File: src/rtl/hedios_cmd_dispatch.sv
// hedios_cmd_dispatch: pops {command, data} packets from the RX queue,
// executes NOP/WRITE/READ/PING against a bank of 32-bit control registers,
// and returns response packets on a valid/ready interface toward TX.
// Optional build macro HEDIOS_DISPATCH_WRITE_ACK_EN: when defined, a
// successful WRITE is acknowledged with a response echoing command and data.
module hedios_cmd_dispatch #(
  parameter int          NUM_REGS  = 16,
  parameter logic [31:0] REG_RESET = 32'h0000_0000
) (
  input  logic                   clk,
  input  logic                   rst,
  input  logic                   queue_empty,
  input  logic [7:0]             packet_command,
  input  logic [31:0]            packet_data,
  output logic                   pop_packet,
  output logic                   resp_valid,
  input  logic                   resp_ready,
  output logic [7:0]             resp_command,
  output logic [31:0]            resp_data,
  output logic [NUM_REGS*32-1:0] reg_out,
  output logic [NUM_REGS-1:0]    reg_wr_pulse,
  output logic                   err_pulse,
  output logic [7:0]             err_count
);

  localparam logic [1:0] ST_IDLE = 2'd0;
  localparam logic [1:0] ST_EXEC = 2'd1;
  localparam logic [1:0] ST_RESP = 2'd2;

  localparam logic [1:0] OP_NOP   = 2'd0;
  localparam logic [1:0] OP_WRITE = 2'd1;
  localparam logic [1:0] OP_READ  = 2'd2;
  localparam logic [1:0] OP_PING  = 2'd3;

  logic [1:0]  state;
  logic [7:0]  cmd_q;
  logic [31:0] data_q;
  logic [31:0] regs [NUM_REGS];
  logic [31:0] rd_data;

  logic [1:0] op;
  logic [5:0] addr;
  logic       addr_ok;
  logic       wr_en;

  assign op      = cmd_q[7:6];
  assign addr    = cmd_q[5:0];
  assign addr_ok = ({1'b0, addr} < 7'(NUM_REGS));
  assign wr_en   = (state == ST_EXEC) && (op == OP_WRITE) && addr_ok;

  // Pop is gated by reset so the queue is never drained while held in reset.
  assign pop_packet = (state == ST_IDLE) && !queue_empty && !rst;
  assign resp_valid = (state == ST_RESP);

  for (genvar g = 0; g < NUM_REGS; g++) begin : g_flat
    assign reg_out[32*g +: 32] = regs[g];
  end

  // Read mux: selects the addressed register for READ responses.
  always_comb begin
    rd_data = '0;
    for (int i = 0; i < NUM_REGS; i++) begin
      if (addr == 6'(i)) rd_data = regs[i];
    end
  end

  // Register bank writes plus the per-register strobe that lands with the new value.
  always_ff @(posedge clk or posedge rst) begin
    if (rst) begin
      for (int i = 0; i < NUM_REGS; i++) regs[i] <= REG_RESET;
      reg_wr_pulse <= '0;
    end else begin
      reg_wr_pulse <= '0;
      if (wr_en) begin
        for (int i = 0; i < NUM_REGS; i++) begin
          if (addr == 6'(i)) begin
            regs[i]         <= data_q;
            reg_wr_pulse[i] <= 1'b1;
          end
        end
      end
    end
  end

  // Control FSM: capture on pop, execute for one cycle, then hold any response until accepted.
  always_ff @(posedge clk or posedge rst) begin
    if (rst) begin
      state        <= ST_IDLE;
      cmd_q        <= '0;
      data_q       <= '0;
      resp_command <= '0;
      resp_data    <= '0;
      err_pulse    <= 1'b0;
      err_count    <= '0;
    end else begin
      err_pulse <= 1'b0;
      case (state)
        ST_IDLE: begin
          if (!queue_empty) begin
            cmd_q  <= packet_command;
            data_q <= packet_data;
            state  <= ST_EXEC;
          end
        end
        ST_EXEC: begin
          state <= ST_IDLE;
          case (op)
            OP_WRITE: begin
              if (addr_ok) begin
`ifdef HEDIOS_DISPATCH_WRITE_ACK_EN
                resp_command <= cmd_q;
                resp_data    <= data_q;
                state        <= ST_RESP;
`else
                state        <= ST_IDLE;
`endif
              end else begin
                err_pulse <= 1'b1;
                err_count <= (err_count == 8'hFF) ? 8'hFF : err_count + 8'd1;
              end
            end
            OP_READ: begin
              state <= ST_RESP;
              if (addr_ok) begin
                resp_command <= cmd_q;
                resp_data    <= rd_data;
              end else begin
                resp_command <= 8'hFF;
                resp_data    <= {24'h0, cmd_q};
                err_pulse    <= 1'b1;
                err_count    <= (err_count == 8'hFF) ? 8'hFF : err_count + 8'd1;
              end
            end
            OP_PING: begin
              resp_command <= cmd_q;
              resp_data    <= data_q;
              state        <= ST_RESP;
            end
            default: state <= ST_IDLE;
          endcase
        end
        ST_RESP: begin
          if (resp_ready) state <= ST_IDLE;
        end
        default: state <= ST_IDLE;
      endcase
    end
  end

endmodule
File: config.mk
export PLATFORM = sky130hd
export DESIGN_NAME = hedios_cmd_dispatch
export DESIGN_NICKNAME = d
export VERILOG_FILES = /design/src/rtl/hedios_cmd_dispatch.sv
export SDC_FILE = /design/constraint.sdc
export NUM_CORES = 1
export LEC_CHECK = 0
export ABC_AREA = 1
export CAP_MARGIN = 40
export CORE_ASPECT_RATIO = 0.5
export CORE_MARGIN = 2
export CORE_UTILIZATION = 25
export CTS_CLUSTER_DIAMETER = 80
export DETAILED_ROUTE_END_ITERATION = 7
export PLACE_DENSITY = 0.49
export SLEW_MARGIN = 20
export SYNTH_ARGS = -nofsm -noshare
export SYNTH_HDL_FRONTEND = slang
export SYNTH_SLANG_ARGS = --single-unit
export TNS_END_PERCENT = 50
File: constraint.sdc
create_clock -name clk -period 28.5 [get_ports clk]
set_clock_uncertainty 0.15 [all_clocks]
set_input_delay 5.7 -clock clk [delete_from_list [all_inputs] [get_ports clk]]
set_output_delay 5.7 -clock clk [all_outputs]
set_load 0.02 [all_outputs]
### After elaboration in Yosys (flattened, before gate mapping)

Index checks and enable logic that the tools add are counted.

| storage, ports and cells | value |
|---|---|
| bits in registers | 619 |
| output and inout bits | 579 |

| operators by class | value |
|---|---|
| bitwise gates (word level) | 2 |
| equal/unequal tests | 23 |
| multiplexer cells | 45 |
| reduce and logical (&&, ||, !) cells | 31 |
| magnitude comparators | 1 |
| $add $sub $neg | 1 |

Operator list:

| operator | number |
|---|---|
| 32-bit 2-to-1 mux | 17 |
| 32-bit case mux with 2 select lines | 1 |
| 6-bit by 4-bit equality test with 1-bit output, second input constant | 8 |
| 2-bit AND reduction | 19 |
| 6-bit by 3-bit equality test with 1-bit output, second input constant | 4 |
| 1-bit 2-to-1 mux | 19 |
| 16-bit 2-to-1 mux | 1 |
| 8-bit 2-to-1 mux | 2 |
| 8-bit case mux with 2 select lines | 1 |
| 6-bit by 2-bit equality test with 1-bit output, second input constant | 2 |
| 8-bit by 1-bit adder with 8-bit output, second input constant | 1 |
| 8-bit equality test, second input constant | 1 |
| 2-bit equality test, second input constant | 3 |
| 6-bit by 1-bit equality test with 1-bit output, second input constant | 1 |
| 6-bit logical NOT | 1 |
| 6-bit by 5-bit < comparator with 1-bit output, second input constant | 1 |
| 2-bit 2-to-1 mux | 3 |
| 2-bit case mux with 3 select lines | 1 |
| 2-bit by 1-bit equality test with 1-bit output, second input constant | 2 |
| 1-bit logical AND | 4 |
| 2-bit OR reduction | 2 |
| 3-bit AND reduction | 1 |
| 1-bit logical NOT | 2 |
| 2-bit logical NOT | 1 |
| 4 further kinds | 5 |

### Depth between registers and ports, before layout

| logic depth | value |
|---|---|
| depth in word-level cells | 19 |
| mapped depth | 15 |
| gate-level depth less buffers | 15 |

### Worst setup path before layout

No wires, ideal clock.

| timing | value |
|---|---|
| path type | input to output |
| from | input port queue_empty |
| to | output port pop_packet |
| required time | 22.650 ns |
| stages on the path | 1 |
| path slack | 16.453 ns |
| data arrival time | 6.197 ns |
| buffers on the path | 0 |
| cells stage by stage | nor3_1 |

| between the ends | value |
|---|---|
| longest elaborated chain between the ends | 3 |

Ends and longest elaborated chain:

| what | line | source |
|---|---|---|
| start: declaration | 12 | `input logic queue_empty,` |
| 1-bit logical NOT | n/a |  |
| 1-bit logical AND (2 in a row) | 52 | `assign pop_packet = (state == ST_IDLE) && !queue_empty && !rst;` |
| end: declaration | 15 | `output logic pop_packet,` |

Every way passes these cells.

### Worst setup path in the final report

| timing | value |
|---|---|
| from | input port rst |
| to | output port pop_packet |

| between the ends | value |
|---|---|
| longest elaborated chain between the ends | 2 |

Ends and longest elaborated chain:

| what | line | source |
|---|---|---|
| start: declaration | 11 | `input logic rst,` |
| 1-bit logical NOT (no source line) | n/a |  |
| 1-bit logical AND | 52 |  |

Every way passes these cells.

==> metrics.txt <==
# TYPE chip_impl_metric gauge
chip_impl_metric{name="tritoncts.num_buffers",unit=""} 61
chip_impl_metric{name="wire_per_inst",unit="µm"} 23.85
chip_impl_metric{name="synth-compound-area-share",unit=""} 0.1255
chip_impl_info{name="yosys_most_used_dff",value="sky130_fd_sc_hd__dfrtp_1"} 1
chip_impl_metric{name="gr-total-overflow",unit=""} 0
chip_impl_info{name="synth_top_cell_by_area",value="sky130_fd_sc_hd__dfrtp_1"} 1
chip_impl_metric{name="cts-htree-levels",unit=""} 2
chip_impl_metric{name="floorplan.die_area",unit="µm²"} 109000
chip_impl_metric{name="route.antenna.remaining_nets",unit=""} 0
chip_impl_metric{name="post_layout_net_count",unit=""} 3752
chip_impl_metric{name="die_w",unit="µm"} 464.9
chip_impl_metric{name="post_cts_hold_buffer_count",unit=""} 0
chip_impl_metric{name="grt_usage",unit=""} 0.2185
chip_impl_metric{name="achievable-frequency",unit="GHz"} 0.07736
chip_impl_info{name="min-delay-path-class",value="flop to flop"} 1
chip_impl_metric{name="layout.cells.non_filler",unit=""} 5169
chip_impl_metric{name="syn_area",unit="µm²"} 26550
chip_impl_metric{name="place.detailed.hpwl",unit="mm"} 89.41
chip_impl_metric{name="place.port_buffers",unit=""} 622
chip_impl_metric{name="power_leakage",unit="nW"} 15.54
chip_impl_metric{name="detailed_route_via_count",unit=""} 24595
chip_impl_info{name="crit_path_cell_trace",value="clkdlybuf4s50_1 -> nor3_1 -> clkdlybuf4s50_1"} 1
chip_impl_metric{name="worst-r2r-cell-count",unit=""} 8
chip_impl_metric{name="synthesis.nets",unit=""} 3232
chip_impl_metric{name="globalplace.congestion",unit=""} 0.9011
chip_impl_metric{name="final-max-slew-violation-count",unit=""} 0
chip_impl_metric{name="global_route.usage.met1",unit=""} 0.2678
chip_impl_metric{name="seqPwrFrac",unit=""} 0.417
chip_impl_metric{name="drt_iter0_drc",unit=""} 2081
chip_impl_metric{name="p_sw_frac",unit=""} 0.3731
chip_impl_metric{name="cts.repair_timing.setup_buffer_count",unit=""} 0
chip_impl_metric{name="post-route-util",unit=""} 0.3459
chip_impl_metric{name="ys_async_sr_fraction",unit=""} 1.000
chip_impl_metric{name="core_region_area",unit="µm²"} 105200
chip_impl_metric{name="placement_rows",unit=""} 84
chip_impl_metric{name="power_density",unit="nW/µm²"} 72.15
chip_impl_metric{name="area_growth_syn_to_layout",unit="%"} 37.07
chip_impl_metric{name="worst_hold_path.num_cells",unit=""} 2
chip_impl_metric{name="tns",unit="ns"} 0
chip_impl_metric{name="global_route.usage.met2",unit=""} 0.3795
chip_impl_metric{name="floorplan.die.height",unit="µm"} 234.4
chip_impl_info{name="r2r-end",value="reg_out[309]"} 1
chip_impl_info{name="cts-root-buf",value="sky130_fd_sc_hd__clkbuf_16"} 1
chip_impl_metric{name="cpPeakStageDelay",unit="ns"} 0.64
chip_impl_metric{name="yosys-mux-area-fraction",unit=""} 0.0008483
chip_impl_metric{name="grt_pass1_vias",unit=""} 22742
chip_impl_info{name="yosys-top-cells-area",value="sky130_fd_sc_hd__dfrtp_1 (58%), sky130_fd_sc_hd__nand2_1 (14%), sky130_fd_sc_hd__o21ai_0 (9.6%), sky130_fd_sc_hd__nor2_1 (3.6%), sky130_fd_sc_hd__inv_1 (3.2%)"} 1
chip_impl_metric{name="cellInternalPower",unit="mW"} 1.646
chip_impl_metric{name="clkLatencyLatePin",unit="ns"} 0.66
chip_impl_metric{name="sequential_cell_area",unit="µm²"} 15490
chip_impl_metric{name="netlist.area_leader.share",unit=""} 0.5835
chip_impl_info{name="rsz0062_at_grt",value="false"} 1
chip_impl_metric{name="grt.met3_usage",unit=""} 0.03259
chip_impl_metric{name="antenna_found_initial",unit=""} 4
chip_impl_metric{name="period_needed",unit="ns"} 12.93
chip_impl_metric{name="cap_violations",unit=""} 0
chip_impl_metric{name="max-clock-path-buffers",unit=""} 3
chip_impl_info{name="status",value="complete, no violations"} 1
chip_impl_metric{name="timing.final.crit_share",unit=""} 0.4535
chip_impl_metric{name="holdWs",unit="ns"} 0.3583
chip_impl_metric{name="number_of_enable_flip_flop_cells_after_synthesis",unit=""} 0
chip_impl_metric{name="final_hold_viol_count",unit=""} 0
chip_impl_metric{name="cts.repair.resized",unit=""} 0
chip_impl_metric{name="setup_viol_count_final",unit=""} 0
chip_impl_metric{name="fillerInstances",unit=""} 10911
chip_impl_metric{name="synth-seq-cells",unit=""} 619
chip_impl_metric{name="power.share.clock",unit=""} 0.315
chip_impl_metric{name="grt_pass1_wl",unit="mm"} 173.0
chip_impl_metric{name="peakVddDrop",unit="µV"} 45.97
chip_impl_metric{name="reg2reg_slack",unit="ns"} 25.06
chip_impl_metric{name="worst-endpoint-required",unit="ns"} 22.65
chip_impl_metric{name="floorplan.initialDensity",unit=""} 0.2523
chip_impl_metric{name="p_switching",unit="mW"} 0.9795
chip_impl_metric{name="timing.critical_path.buf_inv",unit=""} 2
chip_impl_metric{name="synth-seq-area-share",unit=""} 0.5835
chip_impl_metric{name="avgSynthCellArea",unit="µm²"} 8.338
chip_impl_info{name="critPathMostFrequentCell",value="sky130_fd_sc_hd__clkdlybuf4s50_1"} 1
chip_impl_metric{name="yosysWarnings",unit=""} 0
chip_impl_metric{name="multi_input_comb_area",unit="µm²"} 9423
chip_impl_metric{name="slew_headroom",unit=""} 0.4213
chip_impl_metric{name="highest_fanout_seen_on_the_critical_path",unit=""} 2
chip_impl_info{name="timing.critical_path.slowest_stage_cell",value="sky130_fd_sc_hd__clkdlybuf4s50_1"} 1
chip_impl_info{name="r2r-start",value="cmd_q[5]"} 1
chip_impl_metric{name="synth_cell_types",unit=""} 34
chip_impl_info{name="path_class",value="input port to primary output"} 1
chip_impl_info{name="worstHoldStart",value="reg_out[496]"} 1
chip_impl_metric{name="postSynthCellCount",unit=""} 3184
chip_impl_info{name="worst_hold_path.endpoint",value="reg_out[496]"} 1
chip_impl_info{name="critical_path.top_delay_family",value="buffers and inverters"} 1
chip_impl_metric{name="pin_count_of_the_biggest_net_entering_global_routing",unit=""} 100
chip_impl_info{name="setup.worst_path.start_class",value="input port"} 1
chip_impl_metric{name="share_of_final_layout_standard_cells_stronger_than_drive_strength_1",unit=""} 0.05340
chip_impl_metric{name="clock_sinks",unit=""} 619
chip_impl_metric{name="power.combinational.fraction",unit=""} 0.267
chip_impl_metric{name="route.detailed.drc",unit=""} 0
chip_impl_metric{name="critPathArrivalTime",unit="ns"} 7.08
chip_impl_metric{name="worst-slew-pin-transition",unit="ns"} 0.8680
chip_impl_metric{name="viasPerCell",unit=""} 4.758
chip_impl_metric{name="i_o_pin_count",unit=""} 623
chip_impl_metric{name="synth_xor_area_frac",unit=""} 0.0006598
chip_impl_metric{name="cts.reportedPaths.clkPinSlew",unit="ns"} 0.06
chip_impl_info{name="cts_tree",value="done"} 1
chip_impl_info{name="worst_setup_path_end_kind",value="primary output"} 1
chip_impl_info{name="synth_top_family_by_area",value="simple AND/OR/NAND/NOR gates"} 1
chip_impl_metric{name="route.final.wire_length",unit="mm"} 123.3
chip_impl_metric{name="drt_pass_1_iters",unit=""} 6
chip_impl_metric{name="yosys.area_share.simple",unit=""} 0.2213
chip_impl_metric{name="synth-adder-area-share",unit=""} 0.001885
chip_impl_metric{name="cell_count_after_placement",unit=""} 5059
chip_impl_info{name="grt-busiest-layer",value="met2"} 1
cell type report:
cell class,instances,area share
sequential,619,0.4257
multi-input combinational,2116,0.2589
timing repair buffer,675,0.1879
clock buffer,91,0.05058
tap,1419,0.04879
inverter,231,0.02403
clock inverter,13,0.003714
antenna,5,0.0003438
state kept, by name, indices dropped and copies added, names as in the netlist:
name,cells
cmd_q,8
err_pulse,1
state,2
resp_data,32
reg_out,512
resp_command,8
data_q,32
err_count,8
reg_wr_pulse,16
synth_stat cells (4+ instances only):
| cell | instances |
|---|---|
| sky130_fd_sc_hd__nand2_1 | 1022 |
| sky130_fd_sc_hd__dfrtp_1 | 619 |
| sky130_fd_sc_hd__o21ai_0 | 511 |
| sky130_fd_sc_hd__nor2_1 | 258 |
| sky130_fd_sc_hd__inv_1 | 224 |
| sky130_fd_sc_hd__clkbuf_1 | 146 |
| sky130_fd_sc_hd__nand4_1 | 102 |
| sky130_fd_sc_hd__o21ai_1 | 74 |
| sky130_fd_sc_hd__a21oi_1 | 60 |
| sky130_fd_sc_hd__buf_2 | 49 |
| sky130_fd_sc_hd__nand3_1 | 43 |
| sky130_fd_sc_hd__buf_1 | 20 |
| sky130_fd_sc_hd__nor2_2 | 10 |
| sky130_fd_sc_hd__a31oi_1 | 7 |
| sky130_fd_sc_hd__a221oi_1 | 6 |
| sky130_fd_sc_hd__inv_2 | 6 |
| sky130_fd_sc_hd__ha_1 | 4 |
routing by layer:
layer  share of wire  wire length, µm
met1            0.39            48380
met5        0.000057                7
met3           0.053             6581
met4           0.056             6958
met2            0.50            61340
placed cells by master (no fill, tap or decap), drive strengths merged, types with 9 or more instances in the layout:
| cell type | Yosys | final |
|---|---|---|
| dfrtp | 619 | 619 |
| clkinv | 1 | 9 |
| buf | 72 | 53 |
| nand4 | 103 | 103 |
| o21ai | 585 | 585 |
| nand3 | 44 | 44 |
| a21oi | 60 | 60 |
| nor2 | 272 | 272 |
| inv | 230 | 231 |
| clkbuf | 146 | 91 |
| clkdlybuf4s50 | 0 | 622 |
| nand2 | 1025 | 1025 |
metrics by stage:
stage	power [mW]	cell area, µm²	setup slack, ns
6_report	2.625	36390	15.57
5_1_grt	2.736	36380	15.49
4_1_cts	2.647	36360	15.56
3_5_place_dp	1.816	34390	15.57
3_3_place_gp	1.799	34090	15.47
2_1_floorplan	1.416	26550	5.316
worst max path at each step:
| stage | start | endpoint | depth (start not counted) | slack (ns) |
|---|---|---|---|---|
| after floorplan | rst | cmd_q[0] | 1 | 5.32 |
| after global placement | rst | pop_packet | 3 | 15.47 |
| after detailed placement | rst | pop_packet | 3 | 15.57 |
| after CTS | rst | pop_packet | 3 | 15.56 |
| after global routing | rst | pop_packet | 3 | 15.49 |
| final | rst | pop_packet | 3 | 15.57 |
cells by family after synthesis:
| kind of cell | count (synthesis) |
|---|---|
| and+or+nand+nor | 1449 |
| AOI/OAI and AO/OA | 659 |
| DFF | 619 |
| buffers and inverters | 449 |
| adders and majority gates | 4 |
| xor gates and xnor gates | 2 |
| muxes | 2 |
power groups by stage:
stage	Sequential (mW)	Combinational, mW	Clock [mW]
finish	1.10	0.702	0.828
detailed placement	1.11	0.704	0
floorplan	1.15	0.269	0
global placement	1.11	0.688	0
CTS	1.10	0.705	0.845
global route	1.11	0.749	0.879
worst register-to-register path: stages (launching register included):
cell                      delay, ns
sky130_fd_sc_hd__dfrtp_1       0.48
sky130_fd_sc_hd__nor2_8        0.43
sky130_fd_sc_hd__nand2_2       0.29
sky130_fd_sc_hd__nor2_4        0.38
sky130_fd_sc_hd__buf_4         0.44
sky130_fd_sc_hd__nand2_2       0.44
sky130_fd_sc_hd__buf_4         0.43
sky130_fd_sc_hd__nand2_1       0.19
sky130_fd_sc_hd__o21ai_0       0.08
Note: power is estimated with default switching activity, not from simulation.
